[src/rtl/ariane_pkg.sv]
// Shared core types: scoreboard entry record, exception record, functional-unit
// tags and the default scoreboard geometry.
package ariane_pkg;

  localparam int NR_SB_ENTRIES = 4;
  localparam int TRANS_ID_BITS = $clog2(NR_SB_ENTRIES);
  localparam int NR_WB_PORTS   = 2;

  typedef enum logic [2:0] {
    FU_NONE,
    FU_LOAD,
    FU_STORE,
    FU_ALU,
    FU_CTRL_FLOW,
    FU_MULT,
    FU_CSR
  } fu_t;

  typedef struct packed {
    logic [63:0] cause;
    logic [63:0] tval;
    logic        valid;
  } exception;

  typedef struct packed {
    logic [63:0]              pc;
    logic [TRANS_ID_BITS-1:0] trans_id;
    fu_t                      fu;
    logic [6:0]               op;
    logic [4:0]               rs1;
    logic [4:0]               rs2;
    logic [4:0]               rd;
    logic [63:0]              result;
    logic                     valid;
    logic                     use_imm;
    exception                 ex;
  } scoreboard_entry;

endpackage

[src/rtl/scoreboard_pkg.sv]
// Scoreboard-local helpers: the circular-buffer pointer type and its
// modulo-depth advance.
package scoreboard_pkg;

  import ariane_pkg::*;

  typedef logic [TRANS_ID_BITS-1:0] sb_ptr_t;

  // Pointer arithmetic wraps naturally because the depth is a power of two.
  function automatic sb_ptr_t sb_slot(input sb_ptr_t base, input int unsigned offset);
    return base + sb_ptr_t'(offset);
  endfunction

endpackage

[src/rtl/scoreboard_if.sv]
// Decode / issue / writeback / commit / operand-lookup bundle around the
// scoreboard. slave = scoreboard side, master = pipeline side.
interface scoreboard_if #(
  parameter int NR_WB_PORTS = ariane_pkg::NR_WB_PORTS
) ();
  import ariane_pkg::*;

  logic                     flush_i;
  logic                     full_o;

  scoreboard_entry          decoded_instr_i;
  logic                     decoded_instr_valid_i;
  logic                     decoded_instr_ack_o;

  scoreboard_entry          issue_instr_o;
  logic                     issue_instr_valid_o;
  logic                     issue_ack_i;

  logic [4:0]               rs1_i;
  logic [4:0]               rs2_i;
  logic [63:0]              rs1_o;
  logic [63:0]              rs2_o;
  logic                     rs1_valid_o;
  logic                     rs2_valid_o;
  logic                     rs1_busy_o;
  logic                     rs2_busy_o;

  logic [TRANS_ID_BITS-1:0] trans_id_i [NR_WB_PORTS];
  logic [63:0]              wdata_i    [NR_WB_PORTS];
  exception                 ex_i       [NR_WB_PORTS];
  logic [NR_WB_PORTS-1:0]   wb_valid_i;

  scoreboard_entry          commit_instr_o;
  logic                     commit_valid_o;
  logic                     commit_ack_i;

  modport slave (
    input  flush_i, decoded_instr_i, decoded_instr_valid_i, issue_ack_i,
           rs1_i, rs2_i, trans_id_i, wdata_i, ex_i, wb_valid_i, commit_ack_i,
    output full_o, decoded_instr_ack_o, issue_instr_o, issue_instr_valid_o,
           rs1_o, rs2_o, rs1_valid_o, rs2_valid_o, rs1_busy_o, rs2_busy_o,
           commit_instr_o, commit_valid_o
  );

  modport master (
    output flush_i, decoded_instr_i, decoded_instr_valid_i, issue_ack_i,
           rs1_i, rs2_i, trans_id_i, wdata_i, ex_i, wb_valid_i, commit_ack_i,
    input  full_o, decoded_instr_ack_o, issue_instr_o, issue_instr_valid_o,
           rs1_o, rs2_o, rs1_valid_o, rs2_valid_o, rs1_busy_o, rs2_busy_o,
           commit_instr_o, commit_valid_o
  );

endinterface

[src/rtl/scoreboard_sb_fwd_lookup.sv]
// Combinational operand lookup: finds the youngest occupied entry writing rs
// and reports either its result (valid) or that it is still pending (busy).
module sb_fwd_lookup import scoreboard_pkg::*; #(
  parameter int NR_ENTRIES = 4,
  parameter int CNT_W      = $clog2(NR_ENTRIES + 1)
) (
  input  sb_ptr_t          commit_ptr_i,
  input  logic [CNT_W-1:0] count_i,
  input  logic [4:0]       rd_i     [NR_ENTRIES],
  input  logic             valid_i  [NR_ENTRIES],
  input  logic [63:0]      result_i [NR_ENTRIES],
  input  logic [4:0]       rs_i,
  output logic [63:0]      rs_o,
  output logic             rs_valid_o,
  output logic             rs_busy_o
);

  logic        hit;
  logic        hit_valid;
  logic [63:0] hit_result;
  sb_ptr_t     idx;

  // Walk oldest to youngest and let each later match overwrite the earlier,
  // so the surviving hit is the youngest writer.
  always_comb begin
    hit        = 1'b0;
    hit_valid  = 1'b0;
    hit_result = '0;
    idx        = commit_ptr_i;
    for (int k = 0; k < NR_ENTRIES; k++) begin
      idx = sb_slot(commit_ptr_i, unsigned'(k));
      if ((CNT_W'(k) < count_i) && (rd_i[idx] == rs_i)) begin
        hit        = 1'b1;
        hit_valid  = valid_i[idx];
        hit_result = result_i[idx];
      end
    end
  end

  always_comb begin
    rs_o       = '0;
    rs_valid_o = 1'b0;
    rs_busy_o  = 1'b0;
    if (hit && (rs_i != 5'd0)) begin
      rs_valid_o = hit_valid;
      rs_busy_o  = ~hit_valid;
      rs_o       = hit_valid ? hit_result : 64'd0;
    end
  end

endmodule

[src/rtl/scoreboard.sv]
// In-flight instruction scoreboard: circular buffer between decode and commit
// with in-order issue, out-of-order writeback by trans_id and in-order commit.
module scoreboard #(
  parameter int NR_ENTRIES  = ariane_pkg::NR_SB_ENTRIES,
  parameter int NR_WB_PORTS = ariane_pkg::NR_WB_PORTS
) (
  input logic         clk_i,
  input logic         rst_i,
  scoreboard_if.slave sb
);
  import ariane_pkg::*;
  import scoreboard_pkg::*;

  localparam int CNT_W = $clog2(NR_ENTRIES + 1);

  scoreboard_entry  mem_q [NR_ENTRIES];
  scoreboard_entry  mem_d [NR_ENTRIES];
  sb_ptr_t          commit_ptr_q, commit_ptr_d;
  sb_ptr_t          issue_ptr_q, issue_ptr_d;
  sb_ptr_t          alloc_ptr_q, alloc_ptr_d;
  logic [CNT_W-1:0] count_q, count_d;
  logic [CNT_W-1:0] issued_cnt_q, issued_cnt_d;

  logic full;
  logic alloc_fire;
  logic issue_valid;
  logic issue_fire;
  logic commit_valid;
  logic commit_fire;

  assign full         = (count_q == CNT_W'(NR_ENTRIES));
  assign alloc_fire   = sb.decoded_instr_valid_i & ~full & ~sb.flush_i;
  assign issue_valid  = (count_q != issued_cnt_q);
  assign commit_valid = (count_q != '0) & mem_q[commit_ptr_q].valid & (issued_cnt_q != '0);
  assign issue_fire   = sb.issue_ack_i & issue_valid & ~sb.flush_i;
  assign commit_fire  = sb.commit_ack_i & commit_valid & ~sb.flush_i;

  assign sb.full_o              = full;
  assign sb.decoded_instr_ack_o = alloc_fire;
  assign sb.issue_instr_valid_o = issue_valid;
  assign sb.issue_instr_o       = mem_q[issue_ptr_q];
  assign sb.commit_valid_o      = commit_valid;
  assign sb.commit_instr_o      = mem_q[commit_ptr_q];

  always_comb begin
    mem_d        = mem_q;
    commit_ptr_d = commit_ptr_q;
    issue_ptr_d  = issue_ptr_q;
    alloc_ptr_d  = alloc_ptr_q;
    count_d      = count_q;
    issued_cnt_d = issued_cnt_q;
    if (sb.flush_i) begin
      for (int i = 0; i < NR_ENTRIES; i++) mem_d[i].valid = 1'b0;
      commit_ptr_d = '0;
      issue_ptr_d  = '0;
      alloc_ptr_d  = '0;
      count_d      = '0;
      issued_cnt_d = '0;
    end else begin
      // The decoded result field carries the immediate and is kept as-is.
      if (alloc_fire) begin
        mem_d[alloc_ptr_q]          = sb.decoded_instr_i;
        mem_d[alloc_ptr_q].trans_id = alloc_ptr_q;
        mem_d[alloc_ptr_q].valid    = 1'b0;
        alloc_ptr_d                 = sb_slot(alloc_ptr_q, 1);
      end
      // Highest port first so the lowest index wins a colliding trans_id.
      for (int p = NR_WB_PORTS - 1; p >= 0; p--) begin
        if (sb.wb_valid_i[p]) begin
          mem_d[sb.trans_id_i[p]].result = sb.wdata_i[p];
          mem_d[sb.trans_id_i[p]].valid  = 1'b1;
          mem_d[sb.trans_id_i[p]].ex     = sb.ex_i[p];
        end
      end
      if (issue_fire)  issue_ptr_d  = sb_slot(issue_ptr_q, 1);
      if (commit_fire) commit_ptr_d = sb_slot(commit_ptr_q, 1);
      count_d      = count_q + CNT_W'(alloc_fire) - CNT_W'(commit_fire);
      issued_cnt_d = issued_cnt_q + CNT_W'(issue_fire) - CNT_W'(commit_fire);
    end
  end

  always_ff @(posedge clk_i or posedge rst_i) begin
    if (rst_i) begin
      for (int i = 0; i < NR_ENTRIES; i++) mem_q[i] <= '0;
      commit_ptr_q <= '0;
      issue_ptr_q  <= '0;
      alloc_ptr_q  <= '0;
      count_q      <= '0;
      issued_cnt_q <= '0;
    end else begin
      mem_q        <= mem_d;
      commit_ptr_q <= commit_ptr_d;
      issue_ptr_q  <= issue_ptr_d;
      alloc_ptr_q  <= alloc_ptr_d;
      count_q      <= count_d;
      issued_cnt_q <= issued_cnt_d;
    end
  end

  logic [4:0]  ent_rd     [NR_ENTRIES];
  logic        ent_valid  [NR_ENTRIES];
  logic [63:0] ent_result [NR_ENTRIES];

  for (genvar gi = 0; gi < NR_ENTRIES; gi++) begin : g_fields
    assign ent_rd[gi]     = mem_q[gi].rd;
    assign ent_valid[gi]  = mem_q[gi].valid;
    assign ent_result[gi] = mem_q[gi].result;
  end

  logic [63:0] rs1_data, rs2_data;
  logic        rs1_valid, rs2_valid, rs1_busy, rs2_busy;

  sb_fwd_lookup #(.NR_ENTRIES(NR_ENTRIES), .CNT_W(CNT_W)) i_fwd_rs1 (
    .commit_ptr_i (commit_ptr_q),
    .count_i      (count_q),
    .rd_i         (ent_rd),
    .valid_i      (ent_valid),
    .result_i     (ent_result),
    .rs_i         (sb.rs1_i),
    .rs_o         (rs1_data),
    .rs_valid_o   (rs1_valid),
    .rs_busy_o    (rs1_busy)
  );

  sb_fwd_lookup #(.NR_ENTRIES(NR_ENTRIES), .CNT_W(CNT_W)) i_fwd_rs2 (
    .commit_ptr_i (commit_ptr_q),
    .count_i      (count_q),
    .rd_i         (ent_rd),
    .valid_i      (ent_valid),
    .result_i     (ent_result),
    .rs_i         (sb.rs2_i),
    .rs_o         (rs2_data),
    .rs_valid_o   (rs2_valid),
    .rs_busy_o    (rs2_busy)
  );

  assign sb.rs1_o       = rs1_data;
  assign sb.rs1_valid_o = rs1_valid;
  assign sb.rs1_busy_o  = rs1_busy;
  assign sb.rs2_o       = rs2_data;
  assign sb.rs2_valid_o = rs2_valid;
  assign sb.rs2_busy_o  = rs2_busy;

endmodule

[src/flat_wrapper.sv]
// flat-port wrapper written by rule: the top's interface ports become plain ports
module scoreboard_flat import ariane_pkg::*; import scoreboard_pkg::*;
#(
  parameter int NR_ENTRIES  = ariane_pkg::NR_SB_ENTRIES,
  parameter int NR_WB_PORTS = ariane_pkg::NR_WB_PORTS
)
  (clk_i, rst_i, sb_flush_i, sb_decoded_instr_i, sb_decoded_instr_valid_i, sb_issue_ack_i, sb_rs1_i, sb_rs2_i, sb_trans_id_i, sb_wdata_i, sb_ex_i, sb_wb_valid_i, sb_commit_ack_i, sb_full_o, sb_decoded_instr_ack_o, sb_issue_instr_o, sb_issue_instr_valid_o, sb_rs1_o, sb_rs2_o, sb_rs1_valid_o, sb_rs2_valid_o, sb_rs1_busy_o, sb_rs2_busy_o, sb_commit_instr_o, sb_commit_valid_o);
  scoreboard_if #(.NR_WB_PORTS(NR_WB_PORTS)) sb_i ();
  input logic clk_i;
  input logic rst_i;
  input wire logic [$bits(sb_i.flush_i)-1:0] sb_flush_i;
  input wire logic [$bits(sb_i.decoded_instr_i)-1:0] sb_decoded_instr_i;
  input wire logic [$bits(sb_i.decoded_instr_valid_i)-1:0] sb_decoded_instr_valid_i;
  input wire logic [$bits(sb_i.issue_ack_i)-1:0] sb_issue_ack_i;
  input wire logic [$bits(sb_i.rs1_i)-1:0] sb_rs1_i;
  input wire logic [$bits(sb_i.rs2_i)-1:0] sb_rs2_i;
  input wire logic [$bits(sb_i.trans_id_i)-1:0] sb_trans_id_i;
  input wire logic [$bits(sb_i.wdata_i)-1:0] sb_wdata_i;
  input wire logic [$bits(sb_i.ex_i)-1:0] sb_ex_i;
  input wire logic [$bits(sb_i.wb_valid_i)-1:0] sb_wb_valid_i;
  input wire logic [$bits(sb_i.commit_ack_i)-1:0] sb_commit_ack_i;
  output wire logic [$bits(sb_i.full_o)-1:0] sb_full_o;
  output wire logic [$bits(sb_i.decoded_instr_ack_o)-1:0] sb_decoded_instr_ack_o;
  output wire logic [$bits(sb_i.issue_instr_o)-1:0] sb_issue_instr_o;
  output wire logic [$bits(sb_i.issue_instr_valid_o)-1:0] sb_issue_instr_valid_o;
  output wire logic [$bits(sb_i.rs1_o)-1:0] sb_rs1_o;
  output wire logic [$bits(sb_i.rs2_o)-1:0] sb_rs2_o;
  output wire logic [$bits(sb_i.rs1_valid_o)-1:0] sb_rs1_valid_o;
  output wire logic [$bits(sb_i.rs2_valid_o)-1:0] sb_rs2_valid_o;
  output wire logic [$bits(sb_i.rs1_busy_o)-1:0] sb_rs1_busy_o;
  output wire logic [$bits(sb_i.rs2_busy_o)-1:0] sb_rs2_busy_o;
  output wire logic [$bits(sb_i.commit_instr_o)-1:0] sb_commit_instr_o;
  output wire logic [$bits(sb_i.commit_valid_o)-1:0] sb_commit_valid_o;
  assign sb_i.flush_i = sb_flush_i;
  assign sb_i.decoded_instr_i = sb_decoded_instr_i;
  assign sb_i.decoded_instr_valid_i = sb_decoded_instr_valid_i;
  assign sb_i.issue_ack_i = sb_issue_ack_i;
  assign sb_i.rs1_i = sb_rs1_i;
  assign sb_i.rs2_i = sb_rs2_i;
  assign sb_i.trans_id_i = {>>{sb_trans_id_i}};
  assign sb_i.wdata_i = {>>{sb_wdata_i}};
  assign sb_i.ex_i = {>>{sb_ex_i}};
  assign sb_i.wb_valid_i = sb_wb_valid_i;
  assign sb_i.commit_ack_i = sb_commit_ack_i;
  assign sb_full_o = sb_i.full_o;
  assign sb_decoded_instr_ack_o = sb_i.decoded_instr_ack_o;
  assign sb_issue_instr_o = sb_i.issue_instr_o;
  assign sb_issue_instr_valid_o = sb_i.issue_instr_valid_o;
  assign sb_rs1_o = sb_i.rs1_o;
  assign sb_rs2_o = sb_i.rs2_o;
  assign sb_rs1_valid_o = sb_i.rs1_valid_o;
  assign sb_rs2_valid_o = sb_i.rs2_valid_o;
  assign sb_rs1_busy_o = sb_i.rs1_busy_o;
  assign sb_rs2_busy_o = sb_i.rs2_busy_o;
  assign sb_commit_instr_o = sb_i.commit_instr_o;
  assign sb_commit_valid_o = sb_i.commit_valid_o;
  scoreboard #(.NR_ENTRIES(NR_ENTRIES), .NR_WB_PORTS(NR_WB_PORTS)) u_core (.clk_i(clk_i), .rst_i(rst_i), .sb(sb_i));
endmodule
[config.mk]
export PLATFORM = sky130hd
export DESIGN_NAME = scoreboard_flat
export DESIGN_NICKNAME = d
export VERILOG_FILES = /design/src/rtl/ariane_pkg.sv /design/src/rtl/scoreboard_pkg.sv /design/src/rtl/scoreboard_if.sv /design/src/rtl/scoreboard_sb_fwd_lookup.sv /design/src/rtl/scoreboard.sv /design/src/flat_wrapper.sv
export SDC_FILE = /design/constraint.sdc
export NUM_CORES = 2
export LEC_CHECK = 0
export BUFFER_PORTS_ARGS = -buffer_cell sky130_fd_sc_hd__buf_2
export CAP_MARGIN = 10
export CORE_AREA = 2 2 538 540
export CTS_CLUSTER_SIZE = 8
export DETAILED_ROUTE_END_ITERATION = 6
export DIE_AREA = 0 0 540 542
export HOLD_SLACK_MARGIN = 0.15
export PLACE_DENSITY = 0.51
export SLEW_MARGIN = 40
export SYNTH_ARGS = -nofsm -noshare
export SYNTH_HDL_FRONTEND = slang
export SYNTH_SLANG_ARGS = --single-unit
[constraint.sdc]
create_clock -name clk_i -period 77 [get_ports clk_i]
set_input_delay 11.55 -clock clk_i [delete_from_list [all_inputs] [get_ports clk_i]]
set_output_delay 11.55 -clock clk_i [all_outputs]
set_load 0.1 [all_outputs]
After elaboration in Yosys (flattened, before gate mapping)
Index checks and enable logic that the tools add are counted.
- magnitude comparators: 15
- muxes and demuxes: 118
- reduce and logical (&&, ||, !) cells: 20
- bitwise gates (word level): 20
- $add $sub $neg: 9
- eq/ne operators: 10
- operator list (operator ; count):
    bitwise mux 1144 bit ; 9
    2-to-1 mux 1144 bit ; 5
    demux 286 bit (select 2 bit) ; 9
    2-to-1 mux 286 bit ; 5
    2-to-1 mux 64 bit ; 20
    binary-select mux 286 bit (select 2 bit) ; 2
    binary-select mux 64 bit (select 2 bit) ; 4
    2-to-1 mux 131 bit ; 3
    2-to-1 mux 195 bit ; 2
    2-to-1 mux 129 bit ; 2
    2-to-1 mux 222 bit ; 1
    binary-select mux 5 bit (select 2 bit) ; 4
    equality test 5 bit ; 8
    2-to-1 mux 5 bit ; 8
    2-to-1 mux 1 bit ; 32
    greater-or-equal comparator 3 bit (second input constant) ; 8
    NOT 2 -> 3 bit ; 8
    logical AND 1 bit ; 13
    2-to-1 mux 2 bit ; 6
    nonzero test 5 bit ; 2
    less-than comparator 3 x 1 -> 1 bit (second input constant) ; 3
    AND 1 bit ; 8
    binary-select mux 1 bit (select 2 bit) ; 4
    adder 2 x 1 -> 2 bit (second input constant) ; 3
    other kinds (11) ; 23
- output and inout bits: 708
- input port bits: 694
- logic and storage cells: 249
- register bits: 1156

Longest topological paths before layout
- depth after elaboration: 20
- gate-level depth with buffers: 14
- mapped depth without buffers: 12

Modules after synthesis
Synthesis repeated with hierarchy kept, for this count alone.
- cell total of the unflattened synthesis: 9322
- area, all modules: 95243.8 um2
- modules (own cells, without submodules) (module ; sequential area each (um2) ; area an instance (um2) ; cells each ; times used):
    scoreboard ; 28927.7 ; 76988.8 ; 6888 ; 1
    sb_fwd_lookup ; 0.0 ; 9127.5 ; 1217 ; 2

Worst setup path after synthesis
OpenSTA, ideal clock, no wires.
- path type: input-to-output
- start: input port sb_rs1_i[4]
- end: output port sb_rs1_o[10]
- data required time: 65.450 ns
- arrival time: 16.212 ns
- setup slack: 49.238 ns
- buffers on the path: 3
- cell stages on the path: 9
- path through: clkbuf_1 nor3b_1 o31ai_1 or4_1 nand2_1 o22ai_1 clkbuf_1 clkbuf_1 nor4_1
- longest elaborated chain between the ends: 8
- elaborated cells between the ends (all ways): 24
- classes of those cells: eq/ne (4); mux (14); reduce/logical (6)
- RTL lines (what ; RTL line ; source):
    from (decl) ; flat_wrapper.sv:15 ; input wire logic [$bits(sb_i.rs1_i)-1:0] sb_rs1_i;
    equality test 5 bit ; scoreboard_sb_fwd_lookup.sv:32 ; if ((CNT_W'(k) < count_i) && (rd_i[idx] == rs_i)) begin
    logical AND 1 bit ; scoreboard_sb_fwd_lookup.sv:32 ;
    2-to-1 mux 64 bit / 2-to-1 mux 1 bit (equally long branches) (4 in series) ; scoreboard_sb_fwd_lookup.sv:32 ;
    2-to-1 mux 64 bit / logical AND 1 bit (equally long branches) ; scoreboard_sb_fwd_lookup.sv:47, scoreboard_sb_fwd_lookup.sv:44 ;
    2-to-1 mux 64 bit (*) ; scoreboard_sb_fwd_lookup.sv:44 ; if (hit && (rs_i != 5'd0)) begin
    to (decl) ; flat_wrapper.sv:26 ; output wire logic [$bits(sb_i.rs1_o)-1:0] sb_rs1_o;
Every way passes the cells marked *; elsewhere a longest branch is shown, timed or not.

Worst setup path after layout
- start: input port sb_rs1_i[4]
- end: output port sb_rs1_o[41]
The elaborated chain is that of the path after synthesis.

==> flow_summary.json <==
{
  "tritoncts": "built",
  "path_buf_inv": 4,
  "path_class": "input pin to output pin",
  "finalMaxSlewViolations": 0,
  "grt_antenna_before_repair": 286,
  "clock_latency_ps": 830,
  "io_pins": 1402,
  "gp_congestion": 0.9533,
  "finalCritPeriodShare": 0.3604,
  "ys_types": 55,
  "relSlewSlack": 0.3208,
  "slowest_delay_ps": 770,
  "path_cells": "buf_2 > xnor2_1 > or3_1 > a211oi_4 > buf_4 > nand2b_4 > buf_4 > a211oi_1 > nor4_4 > buf_2",
  "wl_per_cell_um": 31.01,
  "max_freq_ghz": 0.03604,
  "total_power_uw": 3193,
  "clk_pin_slew_worst_paths_ps": 50,
  "drtIter0Drc": 10370,
  "antenna_left": 0,
  "path_max_fanout": 45,
  "synth_area_um2": 85690,
  "netlist_instances": 9692,
  "timing.rr.start": "u_core.count_q[2]",
  "ctsHtreeMaxLevel": 4,
  "cts_resized": 0,
  "die_x_um": 540,
  "grt_pass1_wl_um": 633100,
  "hp-class": "register to register",
  "p_leak_uw": 0.04252,
  "yosysSeqAreaShare": 0.3376,
  "setup_violations": 0,
  "track_usage": 0.2938,
  "numCtsBuffers": 174,
  "cellPowerDensity_nw_per_um2": 31.47,
  "drc_errors": 7,
  "crit_required_ps": 65450,
  "tns_ps": 0,
  "fin_crit_ps": 27750,
  "die_y_um": 542,
  "ir_worst_vdd_mv": 0.02568,
  "skew_ps": 36.53,
  "synth_fp_nets": 10400,
  "vias": 86950,
  "syn_to_final_growth_pct": 18.39,
  "tightestPinTransition_ps": 1019,
  "layout_commonest_cell": "nand2_1",
  "cts_buffer_depth": 4,
  "crit_family": "buffers and inverters",
  "cts_hold_buffers": 0,
  "endpoint": "sb_rs1_o[41]",
  "ys_ff_latch": 1156,
  "critPathLaunchType": "input pin",
  "first_global_vias": 81500,
  "firstDrtPassIters": 7,
  "gr-total-overflow": 0,
  "rsz0062_at_grt": "false",
  "dp_hpwl_um": 306900,
  "reg2reg_slack_ps": 71740,
  "holdPathStages": 2,
  "dieArea_um2": 292700,
  "cpMaxStageDelayCell": "a211oi_4",
  "cp-end-kind": "output pin",
  "rr_endpoint": "u_core.mem_q[325]",
  "fill_cells": 29380,
  "post_cts_buffers": 0,
  "outcome": "finished with violations",
  "crit_arrival_ps": 16200,
  "crit_start": "sb_rs1_i[4]",
  "coreArea_um2": 286900,
  "ys.flop_type": "dfrtp_1",
  "grt_max_degree": 153,
  "reg2regPathDepth": 10,
  "synth_edf_count": 0,
  "hold_viol_final": 0,
  "io_buffers": 1398,
  "clock-root-buffer": "clkbuf_16",
  "wl_um": 449000,
  "viasPerCell": 6.006,
  "start_util": 0.2987,
  "syn_avg_cell_area_um2": 8.842,
  "final_util": 0.3536,
  "synth_warnings": 0,
  "std_cell_rows": 197,
  "drive_gt1_frac": 0.2595,
  "nNetsFinal": 11160,
  "synthArstFlopShare": 1.000,
  "drv_cap": 0,
  "crit_cells": 10,
  "cts_sinks": 1156,
  "mostFrequentLayoutCells": "nand2_1, buf_2, a21oi_1",
  "violations": "design-rule violations"
}
==> worst reg2reg max path, delay by kind of cell (launching register included) <==
| kind | cells | cell delay [ps] |
|---|---|---|
| buf+inv | 3 | 2290 |
| simple gates | 3 | 1630 |
| compound gates | 3 | 510 |
| flops | 1 | 470 |
| mux | 1 | 290 |
==> power by group <==
part	total (µW)	internal (µW)	switching [µW]
Clock	732	419	314
Combinational	1550	385	1160
Sequential	912	762	150
Total	3190	1560	1630
==> cells by family after synthesis <==
kind of cell             synth area share
adder cells (fa/ha/maj)          0.001927
buffers and inverters             0.04808
flip-flops                         0.3376
XOR/XNOR                         0.005723
multiplexers                       0.2754
AND/OR/NAND/NOR                    0.1330
AO/OA/AOI/OAI                      0.1982
==> final cells by class <==
cell class	count	area, µm²	share of cell area
sequential	1156	28940	0.2853
antenna	203	508.0	0.005007
timing repair buffer	1593	9310	0.09176
clock inverter	18	246.5	0.002429
clock buffer	202	4581	0.04515
tap	3781	4731	0.04663
multi-input combinational	7493	53010	0.5225
inverter	31	131.4	0.001295
==> worst min-delay path by stage <==
stage             start  endpoint  slack (ps)
3_5_place_dp   register  register         480
6_report       register  register         490
2_1_floorplan  register  register         460
4_1_cts        register  register         490
3_3_place_gp   register  register         470
5_1_grt        register  register         520
==> through the flow <==
step	std cells	hold WS [ps]	instance area (µm²)	worst slack, ps
after global routing	14370	515.3	101200	49280
final	14480	493.0	101500	49250
after CTS	14270	490.8	100700	49490
after floorplan	9692	457.0	85690	32890
after detailed placement	14050	477.6	95870	49490
after global placement	14030	469.9	95250	49080
==> synthesized netlist by cell type (10+ instances only) <==
cell type / n / area share
nand2_1: 1676 / 0.073
a21oi_1: 1157 / 0.068
dfrtp_1: 1156 / 0.34
o21ai_0: 974 / 0.057
mux2i_1: 837 / 0.098
nor2_1: 719 / 0.031
clkbuf_1: 688 / 0.030
a211oi_1: 643 / 0.056
mux4_2: 522 / 0.14
mux2_2: 308 / 0.040
nand3_1: 274 / 0.016
buf_1: 208 / 0.0091
buf_2: 98 / 0.0057
nor4_1: 67 / 0.0049
o31ai_1: 65 / 0.0057
nand4_1: 51 / 0.0037
xnor2_1: 39 / 0.0040
a221oi_2: 38 / 0.0067
inv_1: 30 / 0.0013
a221oi_1: 26 / 0.0027
xor2_1: 17 / 0.0017
buf_4: 14 / 0.0012
ha_1: 10 / 0.0015
==> metal layers <==
metal	part of all wire	wire length (µm)	vias up	global-route usage
met5	0.0018	819	-	0
met4	0.070	31650	132	0.1820
met3	0.12	53130	1281	0.1036
met2	0.43	194800	5106	0.4390
met1	0.38	168600	43170	0.3611
li1	-	-	37270	-
(Power assumes the default switching activity.)
